$ cat src/rtl/d_drain_pkg.sv
// Shared types for the D0/D1 drain/merge block: controller state encoding and
// read-source select values.
package d_drain_pkg;

  typedef enum logic [2:0] {
    ST_RESET  = 3'd0,
    ST_INIT   = 3'd1,
    ST_IDLE   = 3'd2,
    ST_ACTIVE = 3'd3,
    ST_ERROR  = 3'd4
  } state_e;

  localparam logic SRC_D0 = 1'b0;
  localparam logic SRC_D1 = 1'b1;

endpackage

$ cat src/rtl/drain_buffer.sv
// Small synchronous FIFO holding merged words until the downstream stage takes
// them; occupancy is exposed only as a count.
module drain_buffer #(
  parameter int data_width    = 6,
  parameter int address_width = 2
) (
  input  logic                     clk_i,
  input  logic                     reset_i,
  input  logic                     wr_en_i,
  input  logic [data_width-1:0]    wr_data_i,
  input  logic                     rd_en_i,
  output logic [data_width-1:0]    rd_data_o,
  output logic [address_width:0]   count_o
);

  localparam int DEPTH = 2 ** address_width;

  logic [data_width-1:0]    mem_q [DEPTH];
  logic [address_width-1:0] wr_ptr_q, rd_ptr_q;
  logic [address_width:0]   count_q;

  always_ff @(posedge clk_i) begin
    if (wr_en_i) mem_q[wr_ptr_q] <= wr_data_i;
  end

  always_ff @(posedge clk_i) begin
    if (reset_i) begin
      wr_ptr_q <= '0;
      rd_ptr_q <= '0;
      count_q  <= '0;
    end else begin
      if (wr_en_i) wr_ptr_q <= wr_ptr_q + (address_width)'(1);
      if (rd_en_i) rd_ptr_q <= rd_ptr_q + (address_width)'(1);
      case ({wr_en_i, rd_en_i})
        2'b10:   count_q <= count_q + (address_width+1)'(1);
        2'b01:   count_q <= count_q - (address_width+1)'(1);
        default: count_q <= count_q;
      endcase
    end
  end

  assign rd_data_o = mem_q[rd_ptr_q];
  assign count_o   = count_q;

endmodule

$ cat src/rtl/d_drain_logic.sv
// Drains the D0/D1 destination FIFOs and merges them into one valid/ready stream.
// Build option FIXED_PRIO_EN: D0 strictly preferred over D1 instead of round-robin.
//
// state  | meaning
// RESET  | just out of reset, nothing popped
// INIT   | configuration, threshold latched from umbral_out
// IDLE   | both sources empty, pipeline and buffer drained
// ACTIVE | moving words from D0/D1 to the output
// ERROR  | a source FIFO flagged an error; frozen until reset
module d_drain_logic
  import d_drain_pkg::*;
#(
  parameter int data_width    = 6,
  parameter int address_width = 2
) (
  input  logic                    clk,
  input  logic                    reset,
  input  logic                    init,
  input  logic [address_width:0]  umbral_out,
  input  logic                    empty_fifo_D0,
  input  logic                    empty_fifo_D1,
  input  logic [data_width-1:0]   data_out_D0,
  input  logic [data_width-1:0]   data_out_D1,
  input  logic                    error_D0,
  input  logic                    error_D1,
  output logic                    D0_pop,
  output logic                    D1_pop,
  output logic [data_width-1:0]   data_out,
  output logic                    valid_out,
  input  logic                    ready_in,
  output logic                    idle_out,
  output logic                    active_out,
  output logic                    error_out
);

  localparam logic [address_width:0] DEPTH_C = (address_width+1)'(2 ** address_width);

  state_e                   state_q, state_d;
  logic [address_width:0]   thr_q, thr_d;
  logic                     inflight_q, inflight_d;
  logic                     src_q, src_d;
  logic [address_width:0]   count;
  logic [address_width+1:0] occ;
  logic [data_width-1:0]    rd_data, wr_data;
  logic                     grant, pop_ok, do_pop, wr_en, rd_en;
  logic                     any_err, any_avail;

  assign any_err   = error_D0 | error_D1;
  assign any_avail = ~empty_fifo_D0 | ~empty_fifo_D1;

  always_ff @(posedge clk) begin
    if (reset) state_q <= ST_RESET;
    else       state_q <= state_d;
  end

  always_comb begin
    state_d = state_q;
    case (state_q)
      ST_RESET:  state_d = ST_INIT;
      ST_INIT:   if (!init) state_d = ST_IDLE;
      ST_IDLE:   if (any_avail) state_d = ST_ACTIVE;
      ST_ACTIVE: if (!any_avail && !inflight_q && count == '0) state_d = ST_IDLE;
      ST_ERROR:  state_d = ST_ERROR;
      default:   state_d = ST_RESET;
    endcase
    if (state_q != ST_RESET && any_err) state_d = ST_ERROR;
  end

`ifdef FIXED_PRIO_EN
  assign grant = empty_fifo_D0 ? SRC_D1 : SRC_D0;
`else
  logic last_q, last_d;

  always_comb begin
    if (!empty_fifo_D0 && !empty_fifo_D1) grant = ~last_q;
    else if (!empty_fifo_D0)              grant = SRC_D0;
    else                                  grant = SRC_D1;
    last_d = do_pop ? grant : last_q;
  end

  // Starting at D1 makes D0 the first winner after reset.
  always_ff @(posedge clk) begin
    if (reset) last_q <= SRC_D1;
    else       last_q <= last_d;
  end
`endif

  // Counting the in-flight word keeps the buffer from overflowing when it lands.
  assign occ    = {1'b0, count} + {{(address_width+1){1'b0}}, inflight_q};
  assign pop_ok = (state_q == ST_IDLE || state_q == ST_ACTIVE) && any_avail &&
                  (occ < {1'b0, thr_q});

  always_comb begin
    D0_pop     = pop_ok && (grant == SRC_D0);
    D1_pop     = pop_ok && (grant == SRC_D1);
    valid_out  = (count != '0) && (state_q != ST_ERROR);
    data_out   = valid_out ? rd_data : '0;
    idle_out   = (state_q == ST_IDLE);
    active_out = (state_q == ST_ACTIVE);
    error_out  = (state_q == ST_ERROR);
  end

  assign do_pop  = D0_pop | D1_pop;
  assign wr_en   = inflight_q && (state_q != ST_ERROR);
  assign wr_data = (src_q == SRC_D1) ? data_out_D1 : data_out_D0;
  assign rd_en   = valid_out & ready_in;

  always_comb begin
    thr_d      = thr_q;
    inflight_d = inflight_q;
    src_d      = src_q;
    if (state_q == ST_INIT) begin
      if (umbral_out == '0 || umbral_out > DEPTH_C) thr_d = DEPTH_C;
      else                                          thr_d = umbral_out;
    end
    if (state_q != ST_ERROR) begin
      inflight_d = do_pop;
      if (do_pop) src_d = grant;
    end
  end

  always_ff @(posedge clk) begin
    if (reset) begin
      thr_q      <= DEPTH_C;
      inflight_q <= 1'b0;
      src_q      <= SRC_D0;
    end else begin
      thr_q      <= thr_d;
      inflight_q <= inflight_d;
      src_q      <= src_d;
    end
  end

  drain_buffer #(
    .data_width    (data_width),
    .address_width (address_width)
  ) u_buf (
    .clk_i     (clk),
    .reset_i   (reset),
    .wr_en_i   (wr_en),
    .wr_data_i (wr_data),
    .rd_en_i   (rd_en),
    .rd_data_o (rd_data),
    .count_o   (count)
  );

endmodule

$ cat config.mk
export PLATFORM = sky130hd
export DESIGN_NAME = d_drain_logic
export DESIGN_NICKNAME = d
export VERILOG_FILES = /design/src/rtl/d_drain_pkg.sv /design/src/rtl/drain_buffer.sv /design/src/rtl/d_drain_logic.sv
export SDC_FILE = /design/constraint.sdc
export NUM_CORES = 1
export LEC_CHECK = 0
export ABC_AREA = 1
export CORE_UTILIZATION = 32
export DETAILED_ROUTE_END_ITERATION = 10
export PLACE_DENSITY = 0.59
export SLEW_MARGIN = 20
export SYNTH_ARGS = -nofsm -noshare
export SYNTH_HDL_FRONTEND = slang
export SYNTH_SLANG_ARGS = --single-unit
$ cat constraint.sdc
create_clock -name clk -period 2.9 [get_ports clk]
set_input_delay 0.29 -clock clk [delete_from_list [all_inputs] [get_ports clk]]
set_output_delay 0.29 -clock clk [all_outputs]
set_load 0.005 [all_outputs]
After elaboration in Yosys (flattened, before gate mapping)
Memories as Yosys holds them, arrays and structs flattened. A register that Yosys moved wholly into a read port is not among the register bits. Cells that the tools add are included.

Memories: 1. Word-level logic and storage cells: 79. Memory bits (writable): 24. Output and inout bits: 12. Bits of input ports: 23. Flip-flop bits (word level): 16.

Memories: u_buf.mem_q (depth 4, bits a word 6, read ports 1, clocked after Yosys merged registers in 1, write ports 1, RTL line drain_buffer.sv:18) `logic [data_width-1:0] mem_q [DEPTH];`.

Add/subtract/negate cells: 5. Muxes and demuxes: 15. Reduce and logical (&&, ||, !) cells: 26. $lt $le $gt $ge: 2. Bitwise logic cells: 8. Equality and inequality tests: 13.

Operator list (number): $mux 3 (5); $pmux 3 s5 (1); $mux 6 (2); $logic_and 1x1->1 (10); $logic_not 3->1 (3); $eq 3x2->1 const B (2); $ne 3x1->1 const B (2); $ne 3x3->1 const B (2); $pmux 3 s2 (1); $reduce_and 3->1 (2); $reduce_bool 3->1 (2); $add 2x1->2 const B (2); $add 3x1->4 (1); $logic_not 1->1 (4); $lt 4x3->1 (1); $mux 1 (4); $mux 2 (2); $ne 2x1->1 const B (2); $not 1->1 (4); $add 3x1->3 const B (1); $eq 3x1->1 const B (1); $eq 3x3->1 const B (1); $gt 3x3->1 const B (1); $or 1x1->1 (3); 9 further kinds (10).

Depth between registers and ports, before layout
Gate-level depths: netlist of run 1.

Depth after elaboration: 8. Mapped depth: 11. Depth with buffers taken out: 11.

Hierarchy
From an unflattened synthesis of run 1, not the netlist that was laid out.

Cells, all modules: 222. Area, all modules: 2082.0 µm².

By module, submodules not included: drain_buffer (instances 1, seq. area each 900.9 µm², area an instance 1327.5 µm², cells an instance 114); d_drain_logic (instances 1, seq. area each 180.2 µm², area an instance 754.5 µm², cells an instance 108).

Worst setup path after synthesis of run 1
OpenSTA, ideal clock, no wires.

Kind: reg2reg. From: register u_buf.count_q[1], in the netlist u_buf.count_o[1]. To: register u_buf.count_q[2], in the netlist u_buf.count_o[2]. Path slack: 1.042 ns. Path buffers: 0. Cell stages (with the launch flop): 12. Required time: 2.778 ns. Data arrival time: 1.736 ns. Setup time: 0.122 ns. Clock period less this slack: 1.858 ns. Cells stage by stage: dfxtp_1 > inv_1 > nand2_1 > nand2_8 > nor2_8 > ha_1 > inv_1 > fa_1 > a21oi_1 > o21ai_0 > o21ai_0 > a21oi_1.

Cells in the longest elaborated chain, start to end: 5. Elaborated cells on any way between the ends: 9. Those cells by class: add/sub: 2; eq/ne: 2; mux: 1; bitwise: 1; reduce/logical: 3.

RTL lines: start, declared (RTL line drain_buffer.sv:20) `logic [address_width:0] count_q;`; start signal, assigned (RTL line drain_buffer.sv:35) `2'b10: count_q <= count_q + (address_width+1)'(1);`; start signal, assigned (RTL line drain_buffer.sv:36) `2'b01: count_q <= count_q - (address_width+1)'(1);`; start signal, assigned (RTL line drain_buffer.sv:37) `default: count_q <= count_q;`; $reduce_bool 3->1 (RTL line d_drain_logic.sv:96) `valid_out = (count != '0) && (state_q != ST_ERROR);`; $logic_and 1x1->1 (RTL line d_drain_logic.sv:96); $and 1x1->1 (RTL line d_drain_logic.sv:106) `assign rd_en = valid_out & ready_in;`; $eq 2x1->1 / $eq 2x2->1 (equally long branches) (RTL line drain_buffer.sv:34) `case ({wr_en_i, rd_en_i})`; $pmux 3 s2 / $reduce_bool 2->1 (equally long branches).

Parallel ways exist; a longest one is shown, timed or not. A chain may end at the register's enable or synchronous reset.

Worst setup path in the final report of run 1
From: register inflight_q. To: output D1_pop.

Cells in the longest elaborated chain, start to end: 4.

RTL lines: start, declared (RTL line d_drain_logic.sv:40) `logic inflight_q, inflight_d;`; start signal, assigned (RTL line d_drain_logic.sv:129) `inflight_q <= inflight_d;`; $add 3x1->4 (RTL line d_drain_logic.sv:89) `assign occ = {1'b0, count} + {{(address_width+1){1'b0}}, inflight_q};`; $lt 4x3->1 (RTL line d_drain_logic.sv:91) `(occ < {1'b0, thr_q});`; $logic_and 1x1->1 (RTL line d_drain_logic.sv:90) `assign pop_ok = (state_q == ST_IDLE || state_q == ST_ACTIVE) && any_avail &&`; $logic_and 1x1->1 (RTL line d_drain_logic.sv:95) `D1_pop = pop_ok && (grant == SRC_D1);`; end, declared (RTL line d_drain_logic.sv:27) `output logic D1_pop,`.

Every way passes these cells.

==> results of run 1 <==
==> per-stage QoR <==
| stage | util (%) | total power [mW] | std cells | setup slack, ns | area (um^2) |
|---|---|---|---|---|---|
| after floorplan | - | 1.265 | 231 | 1.042 | 2066 |
| after CTS | 42.53 | 1.906 | 344 | 0.1978 | 2577 |
| final | 42.53 | 1.886 | 344 | 0.2086 | 2577 |
| after global routing | 42.53 | 2.033 | 344 | 0.01942 | 2577 |
| after detailed placement | 40.98 | 1.523 | 336 | 0.5313 | 2484 |
| after global placement | 40.98 | 1.517 | 336 | 0.5612 | 2484 |
==> critical path: cells and delay by family, from the launching register on <==
family / cells / cell delay [ns]
adder cells (fa/ha/maj): 3 / 0.60
AND/OR/NAND/NOR: 4 / 0.46
XOR/XNOR: 1 / 0.14
buffers and inverters: 2 / 0.56
flip-flops: 1 / 0.36
==> registers in the layout (all words and copies together), names as in the netlist, named ones only <==
| signal | cells |
|---|---|
| inflight_q | 1 |
| last_q | 1 |
| src_q | 1 |
| state_q | 3 |
| thr_q | 3 |
| u_buf.count_o | 3 |
| u_buf.mem_q | 24 |
| u_buf.rd_ptr_q | 2 |
| u_buf.wr_ptr_q | 2 |
==> cell families (layout without fill, tap and decap cells) <==
logic type	Yosys count	in the layout	synth area share [%]
adders and majority gates	11	11	7.026
buffers and inverters	39	77	7.147
AOI/OAI and AO/OA	47	47	11.75
DFF	42	42	52.33
and+or+nand+nor	91	91	21.32
xor gates and xnor gates	1	1	0.4241
==> power by group through the flow <==
| stage | combinational, mW | clock [mW] | sequential, mW |
|---|---|---|---|
| 6_report | 0.696 | 0.384 | 0.806 |
| 5_1_grt | 0.787 | 0.426 | 0.820 |
| 4_1_cts | 0.705 | 0.395 | 0.807 |
| 3_5_place_dp | 0.703 | 0 | 0.820 |
| 3_3_place_gp | 0.698 | 0 | 0.820 |
| 2_1_floorplan | 0.478 | 0 | 0.786 |
==> metal layers <==
metal  GRT usage [%]  vias to the layer above  share of wire, %
li1                -                      828                 -
met2           19.50                       22                45
met5               0                        -                 0
met3           3.626                        4               2.6
met1           17.31                      694                51
met4           4.035                        0               1.1
==> worst min path at each step <==
| stage | from | to | slack [ns] |
|---|---|---|---|
| after floorplan | last_q$_SDFFE_PP1P_ | last_q$_SDFFE_PP1P_ | 0.43 |
| after global placement | thr_q[2]$_SDFFE_PP1N_ | thr_q[2]$_SDFFE_PP1N_ | 0.47 |
| after detailed placement | last_q$_SDFFE_PP1P_ | last_q$_SDFFE_PP1P_ | 0.47 |
| after CTS | last_q$_SDFFE_PP1P_ | last_q$_SDFFE_PP1P_ | 0.49 |
| after global routing | thr_q[1]$_SDFFE_PP0N_ | thr_q[1]$_SDFFE_PP0N_ | 0.51 |
| final | last_q$_SDFFE_PP1P_ | last_q$_SDFFE_PP1P_ | 0.49 |
==> layout make-up <==
type / instances / area (um^2)
flip-flops and latches: 42 / 1081
clock buffers: 5 / 68.82
fillers: 610 / 3483
inverters: 35 / 131.4
repair buffers: 34 / 340.3
well taps: 75 / 93.84
multi-input cells: 150 / 837.1
clock inverters: 3 / 25.02
==> cell usage after synthesis (2+ instances only) <==
| master | count |
|---|---|
| a21oi_1 | 21 |
| o21ai_0 | 21 |
| o21ai_1 | 2 |
| nand4_1 | 2 |
| nand2_1 | 33 |
| nor2_1 | 37 |
| nand3b_1 | 2 |
| ha_1 | 10 |
| clkbuf_1 | 3 |
| a211oi_1 | 2 |
| dfxtp_1 | 18 |
| nand3_1 | 6 |
| edfxtp_1 | 24 |
| inv_1 | 32 |
| inv_2 | 3 |
==> results.tsv, run 1 <==
metric	value	unit
status	finished clean	
clk root buf	clkbuf_8	
Skew-Pair Late Insertion Delay	0.29	ns
Yosys reg bits	42	
Setup CP Type	reg -> out	
Worst Hold Slack	0.4853	ns
Chip Width	82.35	um
hold buffer count at cts	0	
reg2reg setup slack	0.79	ns
Initial Util	34.08	%
Syn Area/Cell	8.943	um^2
leakage power total	1.052	nW
unrepaired setup endpoints after global routing	false	
Synth Flop Type	edfxtp_1	
Die Ht	82.35	um
Crit. End Element	output pin	
FP Rows	28	
CP arrival	2.40	ns
Flop pwr share	42.7	%
worst slew pin tran	0.6352	ns
clock buffer count from CTS	5	
Top Ports	35	
Antenna Cells	0	
WL/cell	11.46	um
CTS tree	done	
reg2reg start	u_buf.count_o[1]$_SDFFE_PP0P_	
Overflow after GRT	0	
FF-to-FF End	u_buf.count_o[2]$_SDFFE_PP0P_	
internal power	1.196	mW
port bufs	34	
DRC errors left	0	
P&R area growth vs syn	24.77	%
asr flop ratio synth	0	%
Final period util	92.81	%
Synth top area share	34.89	%
hold crit path type	reg -> reg	
Max Root-Sink Buffers	2	
Final Skew	0.003402	ns
CP Launch Type	flip-flop	
Top cell by count, worst path	ha_1	
relative slew slack	57.50	%
yosys warns	0	
clk slew on worst S/H paths	0.08	ns
Pins Over Slew Limit	0	
VDD IR max	0.4276	mV
Via density	4.500	
most frequent cells in the layout	37 x nor2_1, 34 x clkdlybuf4s50_1, 33 x nand2_1	
combinational power share	36.9	%
commonest non-fill, non-tap cell in the layout	nor2_1	
nets	302	
synth unique cells	30	
synthesized net count	265	
Yosys top cell by area	edfxtp_1	
post-cts sizing count	0	
final hold viol count	0	
Max Freq	0.3715	GHz
Detailed Place HPWL	2871	um
Post-Route Setup TNS	0	ns
Net Switching	0.6898	mW
Worst Path Required	2.61	ns
clk sinks	42	
DRT iter0 DRCs	40	
sequential element share of the synthesized area	52.33	%
Cells after Synth	231	
hold path depth	2	
First-pass DRT Iterations	6	
htree depth	2	
area of the core	0.006061	mm^2
final antenna-violating net count	0	
Area contributors post-synth	edfxtp_1 35%, dfxtp_1 17%, nor2_1 6.7%	
Final min period	2.691	ns
Setup violations, final	0	
via count	1548	
largest net degree at the start of global routing	16	
slowest stage cell, crit path	clkdlybuf4s50_1	
initial antenna violation count	0	
crit-path max cell delay	0.49	ns
final WL	3943	um
Max FO, Critical Path	4	
Post-synth EDFFs	24	
Pwr Density	731.7	mW/mm^2
Switching Share	36.58	%
die area	0.006781	mm^2
Maximum Capacitance Violations	0	
number of global-route vias before repair	1331	
Tot GR Track Use	12.75	%
layout cells sized above 1	7.435	%
first-pass GRT wire length	6299	um
Clock Power Share	20.4	%
worst reg-to-reg path cell count	11	
Worst setup endpoint	D1_pop	
Final GP Congestion	0.7179	
Post-Syn Area	0.002066	mm^2
CP cell instances	ha_1 > ha_1 > xor2_1 > ha_1 > nor2_1 > nand2_1 > nor2_2 > nand3b_1 > inv_1 > clkdlybuf4s50_1	
Worst Setup SP	inflight_q$_SDFFE_PP0N_	
postcts setup bufs	0	
Power figures use the tool's default switching activity.
==> run 2, diff against run 1 <==
--- a/config.mk
+++ b/config.mk
@@ -6,6 +6,7 @@
 export NUM_CORES = 1
 export LEC_CHECK = 0
 export ABC_AREA = 1
+export CORE_ASPECT_RATIO = 1.75
 export CORE_UTILIZATION = 32
 export DETAILED_ROUTE_END_ITERATION = 10
 export PLACE_DENSITY = 0.59
==> results.tsv, run 2 (synthesis gave the netlist of run 1 again) <==
metric	value	unit
status	finished clean	
Final period util	92.46	%
Die Ht	108.3	um
post-cts sizing count	0	
hold buffer count at cts	0	
Worst Path Required	2.61	ns
Antenna Cells	0	
Flop pwr share	41.1	%
number of global-route vias before repair	1603	
Final Skew	0.004935	ns
combinational power share	35.7	%
Top cell by count, worst path	ha_1	
Detailed Place HPWL	3353	um
htree depth	2	
final hold viol count	0	
relative slew slack	58.60	%
postcts setup bufs	0	
CP cell instances	ha_1 > ha_1 > xor2_1 > ha_1 > nor2_1 > nand2_1 > nor2_2 > nand3b_1 > inv_1 > clkdlybuf4s50_1	
Post-Route Setup TNS	0	ns
Final GP Congestion	0.8137	
first-pass GRT wire length	7217	um
Multi-input gate area	837.1	um^2
Skew-Pair Late Insertion Delay	0.29	ns
final cell count without fillers	349	
die area	0.006793	mm^2
DP Cell Count	341	
hold crit path type	reg -> reg	
CTS tree	done	
leakage power total	1.059	nW
Overflow after GRT	0	
nets	302	
Switching Share	34.91	%
via count	1568	
Setup CP Type	reg -> out	
Pwr Density	757.6	mW/mm^2
worst slew pin tran	0.6188	ns
Max Freq	0.3729	GHz
First-pass DRT Iterations	4	
final antenna-violating net count	0	
most frequent cells in the layout	37 x nor2_1, 34 x clkdlybuf4s50_1, 33 x nand2_1	
clk slew on worst S/H paths	0.08	ns
FP Rows	38	
DRT iter0 DRCs	42	
Setup violations, final	0	
P&R area growth vs syn	25.86	%
commonest non-fill, non-tap cell in the layout	nor2_1	
Net Switching	0.6877	mW
CP Launch Type	flip-flop	
clk sinks	42	
final WL	4274	um
Pwr Total	1.970	mW
Final min period	2.681	ns
CP arrival	2.39	ns
clk root buf	clkbuf_8	
Via density	4.493	
worst slack at placement	0.5492	ns
port bufs	34	
Clock Power Share	23.2	%
crit-path max cell delay	0.49	ns
FF+latch area	0.001081	mm^2
post-route setup slack	0.2186	ns
unrepaired setup endpoints after global routing	false	
layout cells sized above 1	7.063	%
area of the core	0.006228	mm^2
Maximum Capacitance Violations	0	
Biggest register	u_buf.mem_q	
Pins Over Slew Limit	0	
Final Core Density	41.74	%
Max Root-Sink Buffers	2	
internal power	1.282	mW
initial antenna violation count	0	
Chip Width	62.74	um
layout filler cell count	661	
largest net degree at the start of global routing	14	
DRC errors left	0	
max FFs per register	24	
clock buffer count from CTS	5	
Tot GR Track Use	14.05	%
Crit. End Element	output pin	
slowest stage cell, crit path	clkdlybuf4s50_1	
Initial Util	33.17	%
WL/cell	12.25	um
Max FO, Critical Path	4	
VDD IR max	0.3940	mV
Top Ports	35	
## run 2: through the flow
stage	area (um^2)	hold slack, ns
after floorplan	2066	0.4296
final	2600	0.4679
after global placement	2490	0.4558
after global routing	2600	0.5001
after detailed placement	2490	0.4510
after CTS	2600	0.4700
## run 2: worst max-delay path, delay by kind of cell (launching register included)
kind,cells,cell delay [ns]
XOR/XNOR,1,0.15
adder cells (fa/ha/maj),3,0.61
buffers and inverters,2,0.55
flip-flops,1,0.37
AND/OR/NAND/NOR,4,0.42
## run 2: path summary, 6_finish.rpt
| path | start | endpoint | slack, ns | cells past startpoint |
|---|---|---|---|---|
| worst max-delay path | inflight_q$_SDFFE_PP0N_ | D1_pop | 0.22 | 10 |
| worst min-delay path | last_q$_SDFFE_PP1P_ | last_q$_SDFFE_PP1P_ | 0.47 | 2 |
| worst max register to register | state_q[0]$_SDFFE_PP0P_ | u_buf.count_o[2]$_SDFFE_PP0P_ | 0.85 | 11 |
| worst min register to register | last_q$_SDFFE_PP1P_ | last_q$_SDFFE_PP1P_ | 0.47 | 2 |
## run 2: power groups by stage
| stage | logic, mW | clock network, mW | registers (mW) |
|---|---|---|---|
| 2_1_floorplan | 0.478 | 0 | 0.786 |
| 3_3_place_gp | 0.694 | 0 | 0.821 |
| 3_5_place_dp | 0.708 | 0 | 0.824 |
| 4_1_cts | 0.712 | 0.467 | 0.810 |
| 5_1_grt | 0.800 | 0.497 | 0.822 |
| 6_report | 0.702 | 0.458 | 0.810 |
## run 2: final cells by class
cell class | count | share of cell area (%)
Sequential cell | 42 | 41.58
Multi-Input combinational cell | 150 | 32.19
Timing Repair Buffer | 34 | 13.09
Inverter | 35 | 5.053
Tap cell | 80 | 3.850
Clock buffer | 6 | 2.791
Clock inverter | 2 | 1.444
## run 2: routing by layer
metal / track usage (%) / routed length, um
met1: 13.89 / 1618
met2: 27.56 / 2430
met3: 2.426 / 123
met4: 6.811 / 102
met5: 0 / 0
==> run 3, diff against run 2 <==
--- a/config.mk
+++ b/config.mk
@@ -6,7 +6,7 @@
 export NUM_CORES = 1
 export LEC_CHECK = 0
 export ABC_AREA = 1
-export CORE_ASPECT_RATIO = 1.75
+export CORE_ASPECT_RATIO = 0.5
 export CORE_UTILIZATION = 32
 export DETAILED_ROUTE_END_ITERATION = 10
 export PLACE_DENSITY = 0.59
==> results.tsv, run 3 (synthesis gave the netlist of run 1 again) <==
metric	value	unit
status	finished clean	
Antenna Cells	0	
layout filler cell count	621	
Max Root-Sink Buffers	2	
slowest stage cell, crit path	clkdlybuf4s50_1	
htree depth	2	
Final period util	90.82	%
Die Ht	58.82	um
Final min period	2.634	ns
port bufs	34	
Setup violations, final	0	
Buffers & Inverters on Critical Path	2	
Initial Util	33.56	%
hold crit path type	reg -> reg	
clk sinks	42	
unrepaired setup endpoints after global routing	false	
DRC errors left	0	
Pwr Total	2.143	mW
first-pass GRT wire length	6741	um
largest net degree at the start of global routing	15	
CTS tree	done	
Largest delay share family, worst path	adder cells	
clk root buf	clkbuf_16	
Via density	4.361	
Final Core Density	43.46	%
area of the core	0.006156	mm^2
WL/cell	11.37	um
First-pass DRT Iterations	4	
Post-Route Setup TNS	0	ns
Overflow after GRT	0	
via count	1557	
Final GP Congestion	0.7591	
postcts setup bufs	0	
crit-path max cell delay	0.48	ns
Worst Path Required	2.61	ns
die area	0.006800	mm^2
Biggest register	u_buf.mem_q	
Maximum Capacitance Violations	0	
final cell count without fillers	357	
Max Freq	0.3797	GHz
Skew-Pair Late Insertion Delay	0.28	ns
Pwr Density	800.9	mW/mm^2
CP arrival	2.34	ns
initial antenna violation count	0	
Max FO, Critical Path	4	
FF+latch area	0.001082	mm^2
Chip Width	115.6	um
worst slew pin tran	0.6352	ns
final hold viol count	0	
reg2reg setup slack	0.83	ns
CP Launch Type	flip-flop	
Setup CP Type	reg -> out	
DRT iter0 DRCs	57	
max FFs per register	24	
leakage power total	1.092	nW
Detailed Place HPWL	3033	um
Pins Over Slew Limit	0	
Final Skew	0.004919	ns
hold buffer count at cts	0	
Top Ports	35	
commonest non-fill, non-tap cell in the layout	nor2_1	
final WL	4058	um
final antenna-violating net count	0	
Multi-input gate area	842.1	um^2
Tot GR Track Use	13.14	%
relative slew slack	57.50	%
Crit. End Element	output pin	
DP Cell Count	349	
CP cell instances	ha_1 > ha_1 > xor2_1 > ha_1 > nor2_1 > nand2_1 > nor2_4 > nand3b_1 > inv_1 > clkdlybuf4s50_1	
post-cts sizing count	0	
layout cells sized above 1	7.807	%
most frequent cells in the layout	37 x nor2_1, 34 x clkdlybuf4s50_1, 33 x nand2_1	
P&R area growth vs syn	29.50	%
clk slew on worst S/H paths	0.06	ns
Top cell by count, worst path	ha_1	
FP Rows	20	
number of global-route vias before repair	1434	
clock buffer count from CTS	5	
VDD IR max	0.3086	mV
nets	302	
-- run 3: final cells by class --
class,instances,area share (%)
clock inverter,3,1.637
tap,88,4.116
multi-input combinational,150,31.48
inverter,35,4.911
sequential,42,40.46
timing repair buffer,34,12.72
clock buffer,5,4.677
-- run 3: power breakdown --
group | switching [mW] | internal [mW]
registers | 0.0848 | 0.724
logic | 0.401 | 0.301
clock network | 0.224 | 0.407
-- run 3: routing by layer --
layer / wire length [um] / up-vias / GRT usage [%]
met5: 0 / - / 0
met4: 36 / 0 / 3.297
met3: 127 / 5 / 3.399
met2: 2001 / 17 / 23.52
met1: 1894 / 700 / 16.04
li1: - / 835 / -
-- run 3: path summary, 6_finish.rpt --
path,from,to,cells past startpoint
setup reg to reg,u_buf.count_o[1]$_SDFFE_PP0P_,u_buf.count_o[2]$_SDFFE_PP0P_,11
hold reg to reg,thr_q[0]$_SDFFE_PP0N_,thr_q[0]$_SDFFE_PP0N_,2
hold / removal,thr_q[0]$_SDFFE_PP0N_,thr_q[0]$_SDFFE_PP0N_,2
setup / recovery,inflight_q$_SDFFE_PP0N_,D1_pop,10
-- run 3: metrics by stage --
stage          instance area (um^2)  hold slack (ns)  setup slack, ns
2_1_floorplan                  2066           0.4296            1.042
3_3_place_gp                   2500           0.4456           0.5782
3_5_place_dp                   2500           0.4692           0.5326
4_1_cts                        2669           0.4852           0.2109
5_1_grt                        2675           0.5028          0.02720
6_report                       2675           0.4795           0.2662
-- run 3: worst min-delay path: stages (launching register included) --
cell	delay [ns]
dfxtp_1	0.30
inv_1	0.07
a211oi_1	0.06
